### src/rtl/serial_addsub.sv
// Bit-serial adder/subtractor: one full-adder/full-subtracter cell iterated LSB-first over WIDTH bits.
// Optional signed-overflow flag enabled by defining SERIAL_ADDSUB_OVF_EN.
module serial_addsub #(
  parameter int unsigned WIDTH = 8
) (
  input  logic             clk,
  input  logic             rst_n,
  input  logic             start,
  input  logic             mode,
  input  logic [WIDTH-1:0] a,
  input  logic [WIDTH-1:0] b,
  output logic             busy,
  output logic             done,
  output logic [WIDTH-1:0] result,
  output logic             cout,
  output logic             ovf
);

  localparam int unsigned CW = (WIDTH > 1) ? $clog2(WIDTH) : 1;

  typedef enum logic [1:0] {
    S_IDLE,
    S_RUN,
    S_DONE
  } state_t;

  state_t           r_state;
  state_t           w_state_nxt;
  logic [WIDTH-1:0] r_sa;
  logic [WIDTH-1:0] r_sb;
  logic [WIDTH-2:0] r_acc;
  logic             r_mode;
  logic             r_c;
  logic [CW-1:0]    r_cnt;

  logic             w_x;
  logic             w_y;
  logic             w_s;
  logic             w_c_nxt;
  logic             w_last;
  logic             w_accept;
  logic [WIDTH-1:0] w_shift;

  always_comb begin
    w_x      = r_sa[0];
    w_y      = r_sb[0];
    w_s      = w_x ^ w_y ^ r_c;
    w_c_nxt  = r_mode ? ((~w_x & w_y) | (~w_x & r_c) | (w_y & r_c))
                      : (( w_x & w_y) | ( w_x & r_c) | (w_y & r_c));
    w_last   = (r_cnt == CW'(WIDTH - 1));
    w_accept = start && (r_state != S_RUN);
    // Accumulator holds WIDTH-1 bits; the sum bit of the final cycle completes the result.
    w_shift  = {w_s, r_acc};
  end

  always_ff @(posedge clk or negedge rst_n) begin
    if (!rst_n) r_state <= S_IDLE;
    else        r_state <= w_state_nxt;
  end

  always_comb begin
    w_state_nxt = r_state;
    unique case (r_state)
      S_IDLE:  if (start) w_state_nxt = S_RUN;
      S_RUN:   if (w_last) w_state_nxt = S_DONE;
      S_DONE:  w_state_nxt = start ? S_RUN : S_IDLE;
      default: w_state_nxt = S_IDLE;
    endcase
  end

  assign busy = (r_state == S_RUN);
  assign done = (r_state == S_DONE);

  always_ff @(posedge clk or negedge rst_n) begin
    if (!rst_n) begin
      r_sa   <= '0;
      r_sb   <= '0;
      r_acc  <= '0;
      r_mode <= 1'b0;
      r_c    <= 1'b0;
      r_cnt  <= '0;
      result <= '0;
      cout   <= 1'b0;
    end else if (w_accept) begin
      r_sa   <= a;
      r_sb   <= b;
      r_mode <= mode;
      r_c    <= 1'b0;
      r_cnt  <= '0;
    end else if (r_state == S_RUN) begin
      r_sa  <= r_sa >> 1;
      r_sb  <= r_sb >> 1;
      r_acc <= w_shift[WIDTH-1:1];
      r_c   <= w_c_nxt;
      if (w_last) begin
        result <= w_shift;
        cout   <= w_c_nxt;
      end else begin
        r_cnt <= r_cnt + CW'(1);
      end
    end
  end

`ifdef SERIAL_ADDSUB_OVF_EN
  logic r_ovf;

  // On the last bit r_c is the carry/borrow into the MSB, w_c_nxt the one leaving it.
  always_ff @(posedge clk or negedge rst_n) begin
    if (!rst_n)                            r_ovf <= 1'b0;
    else if (r_state == S_RUN && w_last)   r_ovf <= r_c ^ w_c_nxt;
  end

  assign ovf = r_ovf;
`else
  assign ovf = 1'b0;
`endif

endmodule

### config.mk
export PLATFORM = sky130hd
export DESIGN_NAME = serial_addsub
export DESIGN_NICKNAME = d
export VERILOG_FILES = /design/src/rtl/serial_addsub.sv
export SDC_FILE = /design/constraint.sdc
export NUM_CORES = 1
export LEC_CHECK = 0
export BUFFER_PORTS_ARGS = -buffer_cell sky130_fd_sc_hd__buf_2
export CAP_MARGIN = 20
export CORE_AREA = 2 2 68 54
export DETAILED_ROUTE_END_ITERATION = 10
export DIE_AREA = 0 0 70 56
export PLACE_DENSITY = 0.77
export SLEW_MARGIN = 20
export SYNTH_ARGS = -nofsm -noshare
export SYNTH_HDL_FRONTEND = slang
export SYNTH_SLANG_ARGS = --single-unit
### constraint.sdc
create_clock -name clk -period 3.1 [get_ports clk]
set_clock_uncertainty 0.2 [all_clocks]
set_input_delay 0.62 -clock clk [delete_from_list [all_inputs] [get_ports clk]]
set_output_delay 0.62 -clock clk [all_outputs]
set_load 0.01 [all_outputs]
[Word level (Yosys, flattened, before mapping)]
Cells that the tools add are included.
Storage, ports and cells
  input port bits: 20
  output and inout bits: 12
  word-level logic and storage cells: 51
  bits in registers: 39
Cells by class
  add/subtract/negate cells: 1
  reductions and logical operators: 7
  equal/unequal tests: 7
  bitwise logic cells: 13
  multiplexer cells: 14
Operator list (number)
  2-to-1 mux 8 bit: 4
  2-to-1 mux 3 bit: 3
  inequality test 2 x 1 -> 1 bit, second input constant: 3
  case mux 2 bit (3 select lines): 1
  AND reduction 2 bit: 3
  AND 1 bit: 5
  2-to-1 mux 1 bit: 4
  2-to-1 mux 2 bit: 2
  OR 1 bit: 4
  adder 3 x 1 -> 3 bit, second input constant: 1
  equality test 3 bit, second input constant: 1
  AND reduction 3 bit: 1
  equality test 2 x 1 -> 1 bit, second input constant: 1
  equality test 2 bit, second input constant: 1
  zero test 2 bit: 1
  inequality test 2 bit, second input constant: 1
  NOT 1 bit: 2
  nonzero test 2 bit: 1
  XOR 1 bit: 2
  logical AND 1 bit: 1

[Depth between registers and ports, before layout]
Gate-level depths: netlist (run 1).
  word-level depth: 7
  mapped depth: 6
  mapped depth without buffers: 5

[Worst setup path after synthesis (run 1)]
No wires, ideal clock.
  path kind: flip-flop to output port
  start point: register r_state[1]
  end point: output busy
  data arrival time: 0.908 ns
  data required time: 2.280 ns
  slack: 1.372 ns
  stages on the path, launching flop included: 5
  cell sequence: dfrtp_1 nand2b_1 inv_2 buf_4 buf_6
Between the ends
  cells in the longest elaborated chain, start to end: 1
RTL lines
  from (decl): line 27  | state_t r_state;
  from (signal assigned): line 58  | else r_state <= w_state_nxt;
  equality test 2 x 1 -> 1 bit: line 71  | assign busy = (r_state == S_RUN);
  to (decl): line 12  | output logic busy,
Every way passes these cells.

[Worst setup path after layout (run 1)]
Same ends and word-level chain as after synthesis.

==> results.sh, run 1 <==
export IMPL_hp_class="primary input to async pin"
export IMPL_routed_wl_um=3100
export IMPL_grt_antenna_before_repair=0
export IMPL_die_width_um=70
export IMPL_vias_per_cell=5.29
export IMPL_r2r_setup_slack_ps=1110
export IMPL_critPathMaxFanout=14
export IMPL_fin_cells=224
export IMPL_start_util_pct=54.3
export IMPL_outcome="completed"
export IMPL_crit_buf_inv=2
export IMPL_cts_root_buf="clkbuf_8"
export IMPL_tightest_slew_ps=844
export IMPL_fin_tns_setup_ps=0
export IMPL_reg2reg_depth=4
export IMPL_htreeDepth=2
export IMPL_portBuffers=30
export IMPL_required_ps=2280
export IMPL_clkLatencyLatePin_ps=300
export IMPL_cts_sinks=39
export IMPL_cts_clk_slew_worst_paths_ps=70
export IMPL_hold_violations=0
export IMPL_vias=1184
export IMPL_grt_overflow_total=0
export IMPL_period_needed_ps=2170
export IMPL_worst_slack_ps=931
export IMPL_crit_type="flop to output port"
export IMPL_fmax_mhz=461
export IMPL_layout_nets=207
export IMPL_rsz0062_at_grt="no"
export IMPL_cts_tree="yes"
export IMPL_relSlewSlack_pct=43.7
export IMPL_drive_gt1_share_pct=26.1
export IMPL_postSynthNetCount=178
export IMPL_numCtsBuffers=5
export IMPL_netlist_instances=154
export IMPL_die_area_um2=3920
export IMPL_async_reset_ff_share_pct=100
export IMPL_hold_buffers=0
export IMPL_synth_edff_count=0
export IMPL_syn2layout_area_growth_pct=12.8
export IMPL_ys_types=27
export IMPL_yosys_warnings=0
export IMPL_firstDrtPassIters=4
export IMPL_final_common_cell="dfrtp_1"
export IMPL_grt_pass1_vias=1171
export IMPL_grt_max_degree=40
export IMPL_final_cell_mix="39 x dfrtp_1, 36 x nand2_1, 30 x buf_2, 16 x mux2i_1, 11 x o21ai_1"
export IMPL_synth_avg_cell_area_um2=11.3
export IMPL_p_per_area_nw_per_um2=976
export IMPL_worstReg2RegStart="r_cnt[0]"
export IMPL_r2r_end="result[1]"
export IMPL_p_leak_nw=1.02
export IMPL_die_h_um=56
export IMPL_cap_viol_max_count=0
export IMPL_cp_arrival_ps=1350
export IMPL_cts_resized=0
export IMPL_hpwl_um=2210
export IMPL_first_iter_violations=72
export IMPL_ys_seq_area_share_pct=56.2
export IMPL_ys_ff_latch=39
export IMPL_cts_buffer_depth=2
export IMPL_num_io_pins=32
export IMPL_syn_area_um2=1740
export IMPL_cp_top_family="flip-flops"
export IMPL_start_kind="flop"
export IMPL_post_cts_buffers=0
export IMPL_core_um2=3200
export IMPL_slowest_stage="dfrtp_1"
export IMPL_std_cell_rows=18
export IMPL_grt_usage_pct=17.8
export IMPL_post_drt_wl_per_cell_um=13.8
export IMPL_period_share_pct=70.0
export IMPL_final_max_slew_viol_count=0
export IMPL_irDropWorstVdd_mv=0.479
export IMPL_dpl_cell_count=216
export IMPL_setup_violations=0
export IMPL_route_detailed_drc=0
export IMPL_critPathMaxStageDelay_ps=410
export IMPL_place_congestion=0.733
export IMPL_yosys_most_used_dff="dfrtp_1"
export IMPL_drtAntennaViolNets=0
export IMPL_endpoint_kind="output port"
export IMPL_crit_chain="nand2b_1 -> inv_2 -> buf_2"
export IMPL_num_antenna_cells=0
export IMPL_grt_pass1_wl_um=5310
export IMPL_dp_slack_ps=1120
## metrics by stage
stage	cell area, µm²	power, W	hold WS [ps]	util, %
2_1_floorplan	1740	0.00141	124	-
3_3_place_gp	1870	0.00153	257	58.6
3_5_place_dp	1870	0.00160	267	58.6
4_1_cts	1960	0.00194	248	61.3
5_1_grt	1960	0.00207	288	61.3
6_report	1960	0.00191	232	61.3
## report_power, final
part / total [W] / leakage, nW / internal [W] / switching (W)
registers: 0.000887 / 0.487 / 0.000739 / 0.000149
clock network: 0.000330 / 0.0412 / 0.000157 / 0.000173
logic: 0.000695 / 0.492 / 0.000318 / 0.000377
total: 0.00191 / 1.02 / 0.00121 / 0.000698
## routing by layer
layer | wire length [µm] | GRT usage [%]
met1 | 1290 | 22.0
met2 | 1570 | 27.9
met3 | 175 | 5.98
met4 | 63 | 8.79
met5 | 0 | 0
## how the worst max path moves through the flow
| stage | from | to | slack (ps) | cells after the start |
|---|---|---|---|---|
| 2_1_floorplan | r_state[1] | busy | 1370 | 4 |
| 3_5_place_dp | r_cnt[0] | result[1] | 1120 | 4 |
| 5_1_grt | r_state[1] | busy | 830 | 3 |
| 4_1_cts | r_state[1] | busy | 910 | 3 |
| 3_3_place_gp | r_cnt[0] | result[0] | 1170 | 4 |
| 6_report | r_state[1] | busy | 930 | 3 |
## kinds of logic after synthesis
| logic type | share of synthesized area [%] |
|---|---|
| XOR/XNOR | 0.504 |
| flip-flops | 56.2 |
| multiplexers | 15.5 |
| AND/OR/NAND/NOR | 11.7 |
| adder cells (fa/ha/maj) | 2.88 |
| AO/OA/AOI/OAI | 8.14 |
| other | 0.216 |
| buffers and inverters | 4.90 |
## flip-flops by register name (all words and copies together) (netlist names)
register  flops
cout          1
r_mode        1
r_c           1
r_sb          8
r_acc         7
r_sa          8
r_state       2
result        8
r_cnt         3
## synth_stat cells (3+ instances only)
library cell  count  area [µm²]
dfrtp_1          39         976
nand2_1          36         135
mux2i_1          16         160
o21ai_1          11        55.1
o21ai_0           6        30.0
buf_4             5        37.5
mux2_4            5        75.1
ha_1              4        50.1
inv_1             3        11.3
mux2_2            3        33.8
nand2b_1          3        18.8
## cell type report
type / count / area, µm²
fillers: 264 / 1240
flip-flops and latches: 39 / 976
multi-input cells: 102 / 676
repair buffers: 31 / 158
clock buffers: 6 / 72.6
well taps: 40 / 50.0
inverters: 4 / 15.0
clock inverters: 2 / 12.5
## worst reg2reg max path: cells and delay by family (launching register included)
family        cells  cell delay [ps]
mux               1              400
flops             1              390
simple gates      1              450
fa+ha+maj         2              430
Power figures use the tool's default switching activity.
==> run 2: changes to the inputs <==
ABC_AREA = 1   (was not set)
CORE_AREA = 2 2 69 55   (was 2 2 68 54)
DIE_AREA = 0 0 71 57   (was 0 0 70 56)
PLACE_DENSITY = 0.75   (was 0.77)
clock period = 2.1 ns   (was 3.1 ns; I/O delays follow)
==> results.sh, run 2 <==
export IMPL_core_um2=3450
export IMPL_synth_top_area_cell="dfrtp_1"
export IMPL_period_share_pct=86.1
export IMPL_drive_gt1_share_pct=23.8
export IMPL_die_area_um2=4050
export IMPL_fin_tns_setup_ps=0
export IMPL_ys_types=20
export IMPL_die_width_um=71
export IMPL_fill_cells=309
export IMPL_htreeDepth=2
export IMPL_synth_edff_count=0
export IMPL_hold_path_cell_count=3
export IMPL_top_regs="r_sa: 8 flops, r_sb: 8 flops, result: 8 flops"
export IMPL_grt_max_degree=22
export IMPL_layout_nets=250
export IMPL_cts_root_buf="clkbuf_8"
export IMPL_cts_tree="yes"
export IMPL_timing_hold_ws_ps=138
export IMPL_final_max_slew_viol_count=0
export IMPL_syn2layout_area_growth_pct=16.3
export IMPL_num_io_pins=32
export IMPL_synth_area_top_cells="dfrtp_1 56%, nand2_1 19%, nand3_1 4.3%"
export IMPL_cts_buffer_depth=2
export IMPL_vias_per_cell=4.74
export IMPL_fmax_mhz=553
export IMPL_ys_seq_area_share_pct=56.2
export IMPL_netlist_instances=193
export IMPL_dp_slack_ps=513
export IMPL_grt_pass1_vias=1177
export IMPL_cts_clk_slew_worst_paths_ps=70
export IMPL_start_util_pct=50.4
export IMPL_final_common_cell="nand2_1"
export IMPL_yosys_warnings=0
export IMPL_yosys_cell_count_top_type="nand2_1"
export IMPL_cts_sinks=39
export IMPL_irDropWorstVdd_mv=0.694
export IMPL_syn_area_um2=1740
export IMPL_route_detailed_drc=0
export IMPL_place_congestion=0.782
export IMPL_clkLatencyLatePin_ps=290
export IMPL_drtAntennaViolNets=0
export IMPL_post_drt_wl_per_cell_um=11.0
export IMPL_ys_ff_latch=39
export IMPL_synth_avg_cell_area_um2=9.00
export IMPL_portBuffers=30
export IMPL_grt_antenna_before_repair=0
export IMPL_outcome="completed"
export IMPL_p_leak_nw=1.09
export IMPL_synth_common_cells="87 x nand2_1, 39 x dfrtp_1, 15 x nand3_1"
export IMPL_cp_arrival_ps=1190
export IMPL_reg2reg_depth=6
export IMPL_first_iter_violations=101
export IMPL_num_antenna_cells=0
export IMPL_grt_overflow_total=0
export IMPL_start_kind="flop"
export IMPL_die_h_um=57
export IMPL_hpwl_um=2070
export IMPL_async_reset_ff_share_pct=100
export IMPL_cap_viol_max_count=0
export IMPL_final_cell_mix="87 x nand2_1, 39 x dfrtp_1, 30 x buf_2, 15 x nand3_1, 10 x inv_1"
export IMPL_hp_class="primary input to flop"
export IMPL_firstDrtPassIters=4
export IMPL_hold_violations=0
export IMPL_grt_pass1_wl_um=5180
export IMPL_worst_slack_ps=292
export IMPL_post_cts_buffers=0
export IMPL_routed_wl_um=2950
export IMPL_vias=1276
export IMPL_crit_type="flop to output port"
export IMPL_std_cell_rows=19
export IMPL_synth_top_cell_area_share_pct=56.2
export IMPL_rsz0062_at_grt="no"
export IMPL_period_needed_ps=1810
export IMPL_critPathMaxFanout=11
export IMPL_setup_violations=0
export IMPL_yosys_most_used_dff="dfrtp_1"
export IMPL_grt_usage_pct=17.0
export IMPL_p_per_area_nw_per_um2=1380
export IMPL_numCtsBuffers=5
export IMPL_postSynthNetCount=217
export IMPL_required_ps=1480
export IMPL_endpoint_kind="output port"
run 2: cell count changes after synthesis, sizes merged, moves of 8 or more:
cell	previous run	this run
nand2	36	90
mux2	8	0
mux2i	16	0
nand3	2	15
inv	4	13
run 2: timing repair:
action | in CTS | in global routing
hold buffers | 1 | 0
gates resized for setup | 0 | 0
hold endpoints to repair | 20 | 0
run 2: path summary, 6_finish.rpt:
kind	from	slack (ps)	to
setup / recovery	r_state[0]	290	busy
hold / removal	a[7]	140	r_sa[7]
setup reg to reg	r_cnt[0]	500	r_cnt[0]
hold reg to reg	r_sa[7]	280	r_sa[7]
max in group asynchronous	rst_n	830	result[1]
min in group asynchronous	rst_n	410	r_sa[7]
run 2: logic make-up after synthesis:
kind of cell    synth area share, %
compound gates                 6.34
xor+xnor                      0.504
fa+ha+maj                      2.88
buf+inv                        6.41
flops                          56.2
other cells                   0.216
simple gates                   27.4
run 2: worst max-delay path: stages (launching register included):
cell	delay, ps
dfrtp_1	410
inv_2	80
nor2_8	220
buf_2	180
run 2: through the flow:
step	instance area [µm²]	total power, W	std cells	util, %
after global placement	1910	0.00225	260	55.4
after floorplan	1740	0.00201	193	-
after global routing	2020	0.00303	269	58.6
after detailed placement	1910	0.00227	260	55.4
after CTS	2020	0.00283	269	58.6
final	2020	0.00279	269	58.6
run 2: cell type report:
class | count | area, µm² | area share, %
Sequential cell | 39 | 976 | 48.3
Timing Repair Buffer | 33 | 188 | 9.29
Inverter | 14 | 53.8 | 2.66
Multi-Input combinational cell | 133 | 649 | 32.2
Clock buffer | 8 | 100 | 4.96
Tap cell | 42 | 52.6 | 2.60
run 2: layer usage:
metal	GRT usage [%]	wire length [µm]	up-vias	part of all wire, %
met5	0	0	-	0
met4	7.28	22	0	0.75
met3	6.89	112	3	3.8
met2	23.8	1340	22	45
met1	23.6	1470	586	50
li1	-	-	665	-
run 2: where the power goes:
group          internal (W)  switching, W
Combinational      0.000390      0.000609
Clock              0.000299      0.000244
Sequential          0.00107      0.000179
Total               0.00176       0.00103
